File: config.mk
export PLATFORM = sky130hd
export DESIGN_NAME = uart_tx
export DESIGN_NICKNAME = d
export VERILOG_FILES = /design/src/rtl/uart_tx.sv
export SDC_FILE = /design/constraint.sdc
export NUM_CORES = 1
export LEC_CHECK = 0
export BUFFER_PORTS_ARGS = -buffer_cell sky130_fd_sc_hd__buf_4
export CAP_MARGIN = 10
export CORE_ASPECT_RATIO = 1.4
export CORE_UTILIZATION = 63
export CTS_BUF_LIST = sky130_fd_sc_hd__clkbuf_4
export DETAILED_ROUTE_END_ITERATION = 16
export GPL_TIMING_DRIVEN = 0
export PLACE_DENSITY = 0.81
export SLEW_MARGIN = 20
export SYNTH_ARGS = -nofsm -noshare
export SYNTH_HDL_FRONTEND = slang
export SYNTH_SLANG_ARGS = --single-unit
File: constraint.sdc
create_clock -name clk -period 3.64 [get_ports clk]
set_clock_uncertainty 0.2 [all_clocks]
set_input_delay 0.364 -clock clk [delete_from_list [all_inputs] [get_ports clk]]
set_output_delay 0.364 -clock clk [all_outputs]
set_load 0.02 [all_outputs]
File: src/rtl/uart_tx.sv
// uart_tx: 8N1 UART transmitter with a small input FIFO.
// Bytes are pushed through a valid/ready handshake, buffered, and serialised
// LSB-first (start bit, 8 data bits, stop bit). Frames go out back-to-back
// while the FIFO holds data.
//
// Ports:
//   clk    - system clock, rising edge
//   rst_n  - asynchronous active-low reset
//   send   - byte-valid strobe
//   data   - byte to transmit, captured on the accepting edge
//   ready  - FIFO can accept a byte (count < FIFO_DEPTH)
//   tx     - serial line, idles high
//   busy   - frame in progress or bytes buffered
//   done   - one-cycle pulse on the last clock of each stop bit
module uart_tx #(
    parameter int unsigned CYCLES_PER_BIT = 10400,
    parameter int unsigned FIFO_DEPTH     = 4
) (
    input  logic       clk,
    input  logic       rst_n,
    input  logic       send,
    input  logic [7:0] data,
    output logic       ready,
    output logic       tx,
    output logic       busy,
    output logic       done
);

    localparam int unsigned PTR_W = $clog2(FIFO_DEPTH);
    localparam int unsigned CNT_W = PTR_W + 1;
    localparam int unsigned BIT_W = $clog2(CYCLES_PER_BIT);

    localparam logic [BIT_W-1:0] BIT_LAST = BIT_W'(CYCLES_PER_BIT - 1);
    localparam logic [BIT_W-1:0] BIT_PRE  = BIT_W'(CYCLES_PER_BIT - 2);
    localparam logic [CNT_W-1:0] FULL     = CNT_W'(FIFO_DEPTH);

    typedef enum logic [1:0] {
        IDLE  = 2'd0,
        START = 2'd1,
        DATA  = 2'd2,
        STOP  = 2'd3
    } state_t;

    state_t           state;
    logic [7:0]       mem [FIFO_DEPTH];
    logic [PTR_W-1:0] wr_ptr;
    logic [PTR_W-1:0] rd_ptr;
    logic [CNT_W-1:0] count;
    logic [BIT_W-1:0] bit_cnt;
    logic [2:0]       bit_idx;
    logic [7:0]       shift;

    logic             push_c;
    logic             pop_c;
    logic             bit_end_c;
    logic             idle_nxt_c;
    logic [CNT_W-1:0] count_nxt_c;

    // Handshake, pop decision and next-cycle FIFO occupancy.
    always_comb begin
        push_c      = send && ready;
        bit_end_c   = (bit_cnt == BIT_LAST);
        pop_c       = (count != '0) &&
                      ((state == IDLE) || ((state == STOP) && bit_end_c));
        idle_nxt_c  = (count == '0) &&
                      ((state == IDLE) || ((state == STOP) && bit_end_c));
        count_nxt_c = count + CNT_W'(push_c) - CNT_W'(pop_c);
    end

    // FIFO storage; contents need no reset since count gates every read.
    always_ff @(posedge clk) begin
        if (push_c) begin
            mem[wr_ptr] <= data;
        end
    end

    // FIFO pointers, occupancy, and the registered ready/busy flags.
    // ready/busy are loaded with the values implied by the next count/state,
    // so they track the registered state exactly with no combinational path.
    always_ff @(posedge clk or negedge rst_n) begin
        if (!rst_n) begin
            wr_ptr <= '0;
            rd_ptr <= '0;
            count  <= '0;
            ready  <= 1'b1;
            busy   <= 1'b0;
        end else begin
            if (push_c) begin
                wr_ptr <= wr_ptr + PTR_W'(1);
            end
            if (pop_c) begin
                rd_ptr <= rd_ptr + PTR_W'(1);
            end
            count <= count_nxt_c;
            ready <= (count_nxt_c < FULL);
            busy  <= !(idle_nxt_c && (count_nxt_c == '0));
        end
    end

    // Frame FSM: bit timing, shift register and the registered tx/done.
    always_ff @(posedge clk or negedge rst_n) begin
        if (!rst_n) begin
            state   <= IDLE;
            tx      <= 1'b1;
            done    <= 1'b0;
            bit_cnt <= '0;
            bit_idx <= '0;
            shift   <= '0;
        end else begin
            done <= 1'b0;
            case (state)
                IDLE: begin
                    tx      <= 1'b1;
                    bit_cnt <= '0;
                    if (pop_c) begin
                        shift   <= mem[rd_ptr];
                        bit_idx <= '0;
                        tx      <= 1'b0;
                        state   <= START;
                    end
                end
                START: begin
                    if (bit_end_c) begin
                        bit_cnt <= '0;
                        tx      <= shift[0];
                        state   <= DATA;
                    end else begin
                        bit_cnt <= bit_cnt + BIT_W'(1);
                    end
                end
                DATA: begin
                    if (bit_end_c) begin
                        bit_cnt <= '0;
                        if (bit_idx != 3'd7) begin
                            bit_idx <= bit_idx + 3'd1;
                            shift   <= shift >> 1;
                            tx      <= shift[1];
                        end else begin
                            tx    <= 1'b1;
                            state <= STOP;
                        end
                    end else begin
                        bit_cnt <= bit_cnt + BIT_W'(1);
                    end
                end
                STOP: begin
                    if (bit_end_c) begin
                        bit_cnt <= '0;
                        if (pop_c) begin
                            // Next byte starts immediately: no idle bit between frames.
                            shift   <= mem[rd_ptr];
                            bit_idx <= '0;
                            tx      <= 1'b0;
                            state   <= START;
                        end else begin
                            tx    <= 1'b1;
                            state <= IDLE;
                        end
                    end else begin
                        bit_cnt <= bit_cnt + BIT_W'(1);
                        // Registered one cycle ahead so it lands on the last stop clock.
                        done    <= (bit_cnt == BIT_PRE);
                    end
                end
                default: begin
                    tx      <= 1'b1;
                    bit_cnt <= '0;
                    state   <= IDLE;
                end
            endcase
        end
    end

endmodule

==> impl_metrics.tcl, run 1 <==
set metrics [dict create \
    die_area_sq_mm 0.005457 \
    syn_inst 244 \
    async_flop_share_pct 54.29 \
    vias 1991 \
    p_int_uw 988.2 \
    crit_path_max_fanout 7 \
    grt_antenna_before_repair 0 \
    holdCritStartpoint "send" \
    fin_area_sq_mm 0.003664 \
    holdPathStages 3 \
    insertion_delay_ns 0.42 \
    clock.fmax_ghz 0.2899 \
    cts_made_buffers 9 \
    drtIter0Drc 142 \
    cp.required_ns 3.71 \
    reg2regPathDepth 9 \
    multi_input_area_sq_mm 0.001285 \
    power_frac_seq_pct 63.2 \
    arrival_ns 3.52 \
    cts_max_path_buffers 2 \
    layout-drive-gt1-share_pct 21.91 \
    die_w_microns 62.72 \
    cts_max_level 3 \
    ys_seq_area_share_pct 58.87 \
    grt_max_degree 39 \
    maxCapViolCount 0 \
    cts_setup_buffers 0 \
    drt_pass1_iterations 4 \
    yosysWarningCount 0 \
    fin_cells 347 \
    post-route-util_pct 74.50 \
    setup_viol 0 \
    coreArea_sq_mm 0.004917 \
    syn-mean-instance-area_sq_um 13.33 \
    drc 0 \
    cts_tree "built" \
    switchingPower_uw 320.9 \
    ios 15 \
    syn-num-nets 271 \
    overflow 0 \
    die_h_microns 87.01 \
    ant_nets 0 \
    critPathLaunch "bit_cnt[8]" \
    finalMaxSlewViolations 0 \
    max-vdd-ir-drop_uv 345.7 \
    synth_top_cells_by_area "edfxtp_1 (30%), dfrtp_1 (28%), ha_1 (5.8%)" \
    r2r_start "bit_cnt[8]" \
    start_kind "flop" \
    clkSinkCount 70 \
    grt_pass1_vias 2106 \
    outcome "finished clean" \
    r2r_setup_slack_ns 0.19 \
    initial_core_util_pct 66.13 \
    min_delay_worst_endpoint "wr_ptr[0]" \
    p_leak_uw 0.001467 \
    detailed_place_hpwl_microns 3861 \
    hold_violations 0 \
    nFillCells 292 \
    dp_cells 322 \
    n_antenna_cell 0 \
    period_needed_ns 3.450 \
    synthFlopType "dfrtp_1" \
    hold_path_class "in2reg" \
    routed_wl_microns 5767 \
    place.port_buffers 14 \
    nets 305 \
    grt_usage_pct 25.11 \
    yosys.area.top_type_share_pct 29.55 \
    num_rows 30 \
    clkPwrFrac_pct 34.7 \
    tightest_slew_ns 0.7552 \
    rsz0062_at_grt "false" \
    yosys-top-cells-count "dfrtp_1 (36), edfxtp_1 (32), nor2_1 (28)" \
    period_share_pct 94.77 \
    power.density_mw_per_mm2 357.3 \
    yosysMostFrequentCell "dfrtp_1" \
    ys_ff_latch 70 \
    gp_congestion 0.7655 \
    clkTransAtPathRegs_ns 0.12 \
    synth_top_cell_by_area "edfxtp_1" \
    maxSlewHeadroom_pct 49.66 \
    grt_first_pass_wirelength_microns 9977 \
    viasPerCell 5.738 \
    synth_area_sq_mm 0.003252 \
    crit_path_end_kind "flop" \
    synth_edf_count 32 \
    tns_ns 0 \
    yosysUniqueCellTypes 45 \
    wl_per_cell_microns 16.62 \
    dpl-instance-area_sq_mm 0.003437 \
    crit_type "reg2reg" \
    r2r-end "busy" \
    clockRootBuffer "clkbuf_4" \
    final-seq-area_sq_mm 0.001914 \
    switching_share_pct 24.51 \
    comb_power_share_pct 2.2 \
    area_growth_pct 12.66 \
]
layout make-up:
cell class                      instances  area share (%)
Sequential cell                        70           52.25
Multi-Input combinational cell        159           35.08
Timing Repair Buffer                   23           5.328
Tap cell                               64           2.186
Clock buffer                            9           1.844
Clock inverter                          7           1.537
Inverter                                9          0.9221
Buffer                                  6          0.8538
placed cells by master, fill, tap and decap left out, types with 5 or more instances in the layout:
| cell type | netlist | final |
|---|---|---|
| inv_1 | 9 | 9 |
| buf_4 | 0 | 14 |
| nand3_1 | 5 | 5 |
| nor3_1 | 10 | 9 |
| mux4_2 | 8 | 8 |
| nand2_1 | 17 | 17 |
| clkbuf_4 | 0 | 9 |
| dlygate4sd3_1 | 0 | 9 |
| xnor2_1 | 12 | 11 |
| dfrtp_1 | 36 | 36 |
| nor2_1 | 28 | 28 |
| edfxtp_1 | 32 | 32 |
| o21ai_0 | 7 | 7 |
| and3_1 | 7 | 7 |
| o221a_2 | 5 | 5 |
| ha_1 | 15 | 15 |
| xor2_1 | 6 | 6 |
per-stage QoR:
stage	hold WS, ns	power [uW]	worst slack (ns)
5_1_grt	0.1367	1361	0.06709
6_report	0.1310	1309	0.1903
4_1_cts	0.1156	1312	0.1100
3_5_place_dp	0.1675	863.5	0.1287
2_1_floorplan	-0.1316	843.5	0.4231
3_3_place_gp	0.1606	862.8	0.1654
how the worst max path moves through the flow:
stage                 to
floorplan           busy
global placement    busy
detailed placement  busy
CTS                 busy
global route        busy
finish              busy
state kept, by name, summed over array words and instances, names as in the netlist:
| signal | cells |
|---|---|
| count | 3 |
| bit_idx | 3 |
| done | 1 |
| tx | 1 |
| rd_ptr | 2 |
| wr_ptr | 2 |
| mem | 32 |
| shift | 8 |
| state | 2 |
| busy | 1 |
| ready | 1 |
| bit_cnt | 14 |
power groups by stage:
stage               clock network [uW]  registers [uW]  logic (uW)
global placement                     0             843        19.6
floorplan                            0             843     0.00528
finish                             454             827        28.3
global route                       503             827        31.0
detailed placement                   0             843        20.4
CTS                                457             827        28.0
kinds of logic (layout without fill, tap and decap cells):
group | count (synthesis) | after routing | synth area share [%]
buf+inv | 15 | 54 | 2.001
xor+xnor | 18 | 18 | 4.848
mux | 12 | 12 | 6.926
fa+ha+maj | 16 | 16 | 6.387
flops | 70 | 70 | 58.87
compound gates | 29 | 29 | 7.888
simple gates | 84 | 84 | 13.08
routing by layer:
metal	GRT usage [%]	vias up	wire length, microns
li1	-	966	-
met1	27.35	982	2351
met2	45.36	30	3144
met3	6.152	13	166
met4	12.68	0	104
met5	0	-	0
timing repair:
item	in CTS	in global routing
gates resized for setup	0	1
hold endpoints to repair	68	0
hold buffers	9	0
setup endpoints to repair	0	1
worst max-delay path: stages, from the launching register on:
cell	delay [ns]
dfrtp_1	0.43
or4b_4	0.58
or4_4	0.61
a21oi_4	0.30
xnor2_1	0.11
ha_1	0.19
fa_1	0.37
xnor2_1	0.23
xnor2_2	0.16
nand4_1	0.12
Power figures use the tool's default switching activity.
==> run 2: changes to the inputs <==
--- a/config.mk
+++ b/config.mk
@@ -7,12 +7,11 @@
 export LEC_CHECK = 0
 export BUFFER_PORTS_ARGS = -buffer_cell sky130_fd_sc_hd__buf_4
 export CAP_MARGIN = 10
-export CORE_ASPECT_RATIO = 1.4
-export CORE_UTILIZATION = 63
+export CORE_ASPECT_RATIO = 2
+export CORE_UTILIZATION = 25
 export CTS_BUF_LIST = sky130_fd_sc_hd__clkbuf_4
 export DETAILED_ROUTE_END_ITERATION = 16
 export GPL_TIMING_DRIVEN = 0
-export PLACE_DENSITY = 0.81
 export SLEW_MARGIN = 20
 export SYNTH_ARGS = -nofsm -noshare
 export SYNTH_HDL_FRONTEND = slang
==> run 2 against run 1 <==
  * Power increased by 5.2%
  * Setup slack improved by 0.049 ns
  * Routed wire length grew 8.7%
  * Worst hold slack gained 0.0088 ns
  * Largest cell class unchanged
  * Highest routed layer unchanged
==> impl_metrics.tcl, run 2 (synthesis results as in run 1) <==
set metrics [dict create \
    final_cell_mix "dfrtp_1 (36), edfxtp_1 (32), nor2_1 (28)" \
    overflow 0 \
    ant_nets 0 \
    arrival_ns 3.47 \
    switching_share_pct 23.25 \
    top_layer_used "met4" \
    maxSlewHeadroom_pct 24.21 \
    wl_per_cell_microns 14.37 \
    largest_reg_flops 32 \
    grt_antenna_before_repair 1 \
    cts_tree "built" \
    crit_path_max_fanout 5 \
    tightest_slew_ns 1.128 \
    wl_met3_microns 106 \
    wl_met2_microns 3769 \
    finalMaxSlewViolations 0 \
    drtIter0Drc 53 \
    num_rows 58 \
    drt_pass1_iterations 5 \
    grt_usage_pct 10.28 \
    tns_ns 0 \
    clkSinkCount 70 \
    hold_path_class "in2reg" \
    routed_wl_microns 6266 \
    wl_met1_microns 2209 \
    switchingPower_uw 320.2 \
    clkTransAtPathRegs_ns 0.13 \
    nFillCells 1320 \
    whs_ns 0.1398 \
    period_share_pct 93.43 \
    cp.required_ns 3.71 \
    die_area_sq_mm 0.01350 \
    crit_path_end_kind "flop" \
    clkPwrFrac_pct 38.0 \
    regMostFlops "mem" \
    power.density_mw_per_mm2 361.7 \
    final-seq-area_sq_mm 0.001914 \
    layout-drive-gt1-share_pct 22.11 \
    die_h_microns 163.3 \
    viasPerCell 4.697 \
    top_regs "mem: 32 flops, bit_cnt: 14 flops, shift: 8 flops" \
    power_frac_seq_pct 60.0 \
    start_kind "flop" \
    place.port_buffers 14 \
    comb_power_share_pct 2.0 \
    setup_viol 0 \
    fin_area_sq_mm 0.003807 \
    gp_congestion 0.7308 \
    power_uw 1377 \
    cts_max_level 3 \
    cts_max_path_buffers 2 \
    clock.fmax_ghz 0.2940 \
    drc 0 \
    grt_pass1_vias 2161 \
    p_int_uw 1057 \
    detailed_place_hpwl_microns 4554 \
    vias 2048 \
    grt_max_degree 39 \
    crit_type "reg2reg" \
    dp_cells 408 \
    outcome "finished clean" \
    period_needed_ns 3.401 \
    p_leak_uw 0.001484 \
    nets 307 \
    hold_violations 0 \
    ios 15 \
    area_growth_pct 17.08 \
    coreArea_sq_mm 0.01263 \
    fin_cells 436 \
    maxCapViolCount 0 \
    initial_core_util_pct 25.75 \
    clockRootBuffer "clkbuf_4" \
    insertion_delay_ns 0.43 \
    rsz0062_at_grt "false" \
    dpl-instance-area_sq_mm 0.003545 \
    final_common_cell "dfrtp_1" \
    cts_made_buffers 9 \
    max-vdd-ir-drop_uv 349.7 \
    multi_input_area_sq_mm 0.001280 \
    die_w_microns 82.65 \
    grt_first_pass_wirelength_microns 10180 \
]
==> run 2: changes by cell type in the layout (fill, tap and decap cells not counted), sizes merged <==
cell,before,now
buf,18,20
bufinv,0,1
clkinv,3,1
clkinvlp,1,2
diode,0,1
==> run 2: what timing repair did <==
action / CTS / global route
endpoints found under the hold margin: 68 / 0
hold buffers: 9 / 0
endpoints found under the setup margin: 0 / 1
gates resized for setup: 0 / 1
buffers inserted: 0 / 2
==> run 2: path summary, 6_finish.rpt <==
path                             from    endpoint  slack [ns]  depth (start not counted)
max                        bit_cnt[9]        busy        0.24                          9
min                              send   wr_ptr[0]        0.14                          3
max reg2reg                bit_cnt[9]        busy        0.24                          9
min reg2reg                bit_idx[0]  bit_idx[0]        0.29                          1
max in group asynchronous       rst_n       ready        2.61                          2
min in group asynchronous       rst_n    shift[5]        0.24                          2
==> run 2: layer usage <==
layer / vias up / track usage [%]
met4: 0 / 6.270
met2: 28 / 19.75
li1: 966 / -
met5: - / 0
met3: 18 / 1.788
met1: 1036 / 9.350
==> run 2: worst max-delay path, stage by stage (launching register included) <==
cell	delay [ns]
dfrtp_1	0.45
or4b_4	0.57
or4_4	0.60
a21oi_4	0.22
xnor2_1	0.10
ha_1	0.20
fa_1	0.38
xnor2_1	0.23
xnor2_2	0.17
nand4_1	0.11
==> run 2: layout make-up <==
cell class                      instances  area share [%]
Clock buffer                            9           1.775
Clock inverter                          7           2.103
Antenna cell                            1         0.06572
Sequential cell                        70           50.28
Tap cell                              150           4.929
Timing Repair Buffer                   25           5.521
Buffer                                  6          0.8216
Multi-Input combinational cell        159           33.62
Inverter                                9          0.8873
==> run 2: through the flow <==
step           setup slack [ns]  utilization, %
5_1_grt                 0.08511           30.15
4_1_cts                 0.06342           29.95
2_1_floorplan            0.4231               -
6_report                 0.2392           30.15
3_3_place_gp             0.1507           28.07
3_5_place_dp            0.07726           28.07
==> run 2: power by group through the flow <==
| stage | clock network (uW) | registers [uW] | logic (uW) |
|---|---|---|---|
| 6_report | 523 | 827 | 27.8 |
| 5_1_grt | 564 | 827 | 30.8 |
| 4_1_cts | 536 | 827 | 28.7 |
| 3_5_place_dp | 0 | 843 | 21.0 |
| 3_3_place_gp | 0 | 843 | 20.1 |
| 2_1_floorplan | 0 | 843 | 0.00528 |
==> run 3: changes to the inputs <==
==> constraint.sdc (replaced) <==
create_clock -name clk -period 3.2 [get_ports clk]
set_clock_uncertainty 0.2 [all_clocks]
set_input_delay 0.32 -clock clk [delete_from_list [all_inputs] [get_ports clk]]
set_output_delay 0.32 -clock clk [all_outputs]
set_load 0.02 [all_outputs]
==> run 3 against run 2 <==
  * Clock-buffer cell count rose by 1
  * Die area did not move
  * Sequential power rose by 14%
  * Clock power rose by 40%
  * Via count rose by 0.20%
  * Setup slack got worse by 0.14 ns
  * Fmax rose by 9.7%
  * Register-to-register slack got worse by 0.14 ns
  * First-iteration DRC count rose by 21%
  * Utilization rose by 0.94 points
  * Critical path depth rose by 1
  * Combinational power rose by 14%
  * Critical endpoint is now count[2]
==> impl_metrics.tcl, run 3 (synthesis results as in run 1) <==
set metrics [dict create \
    power.density_mw_per_mm2 433.9 \
    max-vdd-ir-drop_uv 304.4 \
    grt_first_pass_wirelength_microns 10570 \
    insertion_delay_ns 0.43 \
    critPathLaunch "bit_cnt[8]" \
    hold_violations 0 \
    final_common_cell "dfrtp_1" \
    rsz0062_at_grt "true" \
    ios 15 \
    arrival_ns 3.24 \
    r2r_setup_slack_ns 0.1 \
    grt_max_degree 39 \
    start_kind "flop" \
    cp.required_ns 3.34 \
    crit_path_end_kind "flop" \
    setup_ws_ns 0.09902 \
    period_share_pct 96.91 \
    place.port_buffers 14 \
    die_h_microns 163.3 \
    fin_area_sq_mm 0.003926 \
    largest_reg_flops 32 \
    r2r_start "bit_cnt[8]" \
    tightest_slew_ns 0.7982 \
    setup_viol 0 \
    coreArea_sq_mm 0.01263 \
    outcome "finished clean" \
    wl_per_cell_microns 14.47 \
    grt_antenna_before_repair 1 \
    layout-drive-gt1-share_pct 26.03 \
    clkTransAtPathRegs_ns 0.11 \
    period_needed_ns 3.101 \
    vias 2052 \
    cts_max_level 3 \
    num_rows 58 \
    crit_path_max_fanout 3 \
    drt_pass1_iterations 4 \
    viasPerCell 4.632 \
    final_cell_mix "dfrtp_1 (36), edfxtp_1 (32), nor2_1 (28)" \
    hold_path_class "in2reg" \
    cts_max_path_buffers 2 \
    p_leak_uw 0.001552 \
    drtIter0Drc 64 \
    dpl-instance-area_sq_mm 0.003545 \
    grt_usage_pct 10.99 \
    regMostFlops "mem" \
    die_area_sq_mm 0.01350 \
    finalMaxSlewViolations 0 \
    power_uw 1704 \
    maxCapViolCount 0 \
    top_regs "mem: 32 flops, bit_cnt: 14 flops, shift: 8 flops" \
    overflow 0 \
    grt_pass1_vias 2187 \
    holdCritStartpoint "send" \
    detailed_place_hpwl_microns 4649 \
    crit_type "reg2reg" \
    drc 0 \
    nets 314 \
    post-place-ws_ns -0.3278 \
    cts_tree "built" \
    clkSinkCount 70 \
    maxSlewHeadroom_pct 46.78 \
    initial_core_util_pct 25.75 \
    die_w_microns 82.65 \
    routed_wl_microns 6408 \
    ant_nets 0 \
    area_growth_pct 20.74 \
    clock.fmax_ghz 0.3225 \
    post-route-util_pct 31.09 \
    cts_made_buffers 9 \
    gp_congestion 0.7895 \
    clockRootBuffer "clkbuf_4" \
]
## run 3: cell count changes in the layout (fill, tap and decap cells not counted), sizes merged
cell      change
buf           +7
bufinv        +2
clkbuf        +1
clkinvlp      -1
clkinv        +1
inv           -3
## run 3: through the flow
stage,hold WS [ns],TNS [ns],std cells
detailed placement,0.1306,-0.6492,408
global placement,0.1312,-0.4920,408
finish,0.1354,0,443
floorplan,-0.1756,0,244
global route,0.1312,-0.01452,443
CTS,0.07258,0,440
## run 3: repair_timing
item	4_1_cts	5_1_grt
setup endpoints to repair	3	3
buffers inserted	7	2
pin swaps	4	2
endpoints found under the hold margin	70	0
hold buffers	9	0
gates resized for setup	2	4
gates cloned	0	0
## run 3: cell type report
class                   instances  area, sq um
inverters                       9        33.78
multi-input cells             159         1308
fillers                      1283         8701
plain buffers                   6        31.28
diodes                          1        2.502
repair buffers                 32        262.8
clock buffers                  10        75.07
flip-flops and latches         70         1914
well taps                     150        187.7
clock inverters                 6        111.4
## run 3: per-layer routing
layer	up-vias	global-route usage (%)	part of all wire [%]	wire, microns
li1	981	-	-	-
met5	-	0	0	0
met4	0	8.386	4.1	261
met2	37	20.45	60	3845
met3	18	2.235	2.6	165
met1	1016	9.646	33	2136
## run 3: path summary, 6_finish.rpt
check / endpoint / cells past startpoint
setup / recovery: count[2] / 10
hold / removal: wr_ptr[0] / 3
setup reg to reg: count[2] / 10
hold reg to reg: bit_idx[0] / 1
max in group asynchronous: ready / 2
min in group asynchronous: bit_cnt[10] / 2
## run 3: where the power goes
part | switching, uW | internal (uW) | leakage, uW
combinational | 16.6 | 15.1 | 0.000701
sequential | 0 | 940 | 0.000754
clock | 328 | 404 | 0.0000966
## run 3: worst max-delay path, cell delays in order (launching register included)
cell and delay, ns:
dfrtp_1 0.41, or4b_4 0.55, or4_4 0.52, a21oi_4 0.22
buf_4 0.16, nand2_1 0.07, fa_2 0.39, xnor2_2 0.18
xnor2_2 0.14, buf_4 0.14, inv_1 0.03
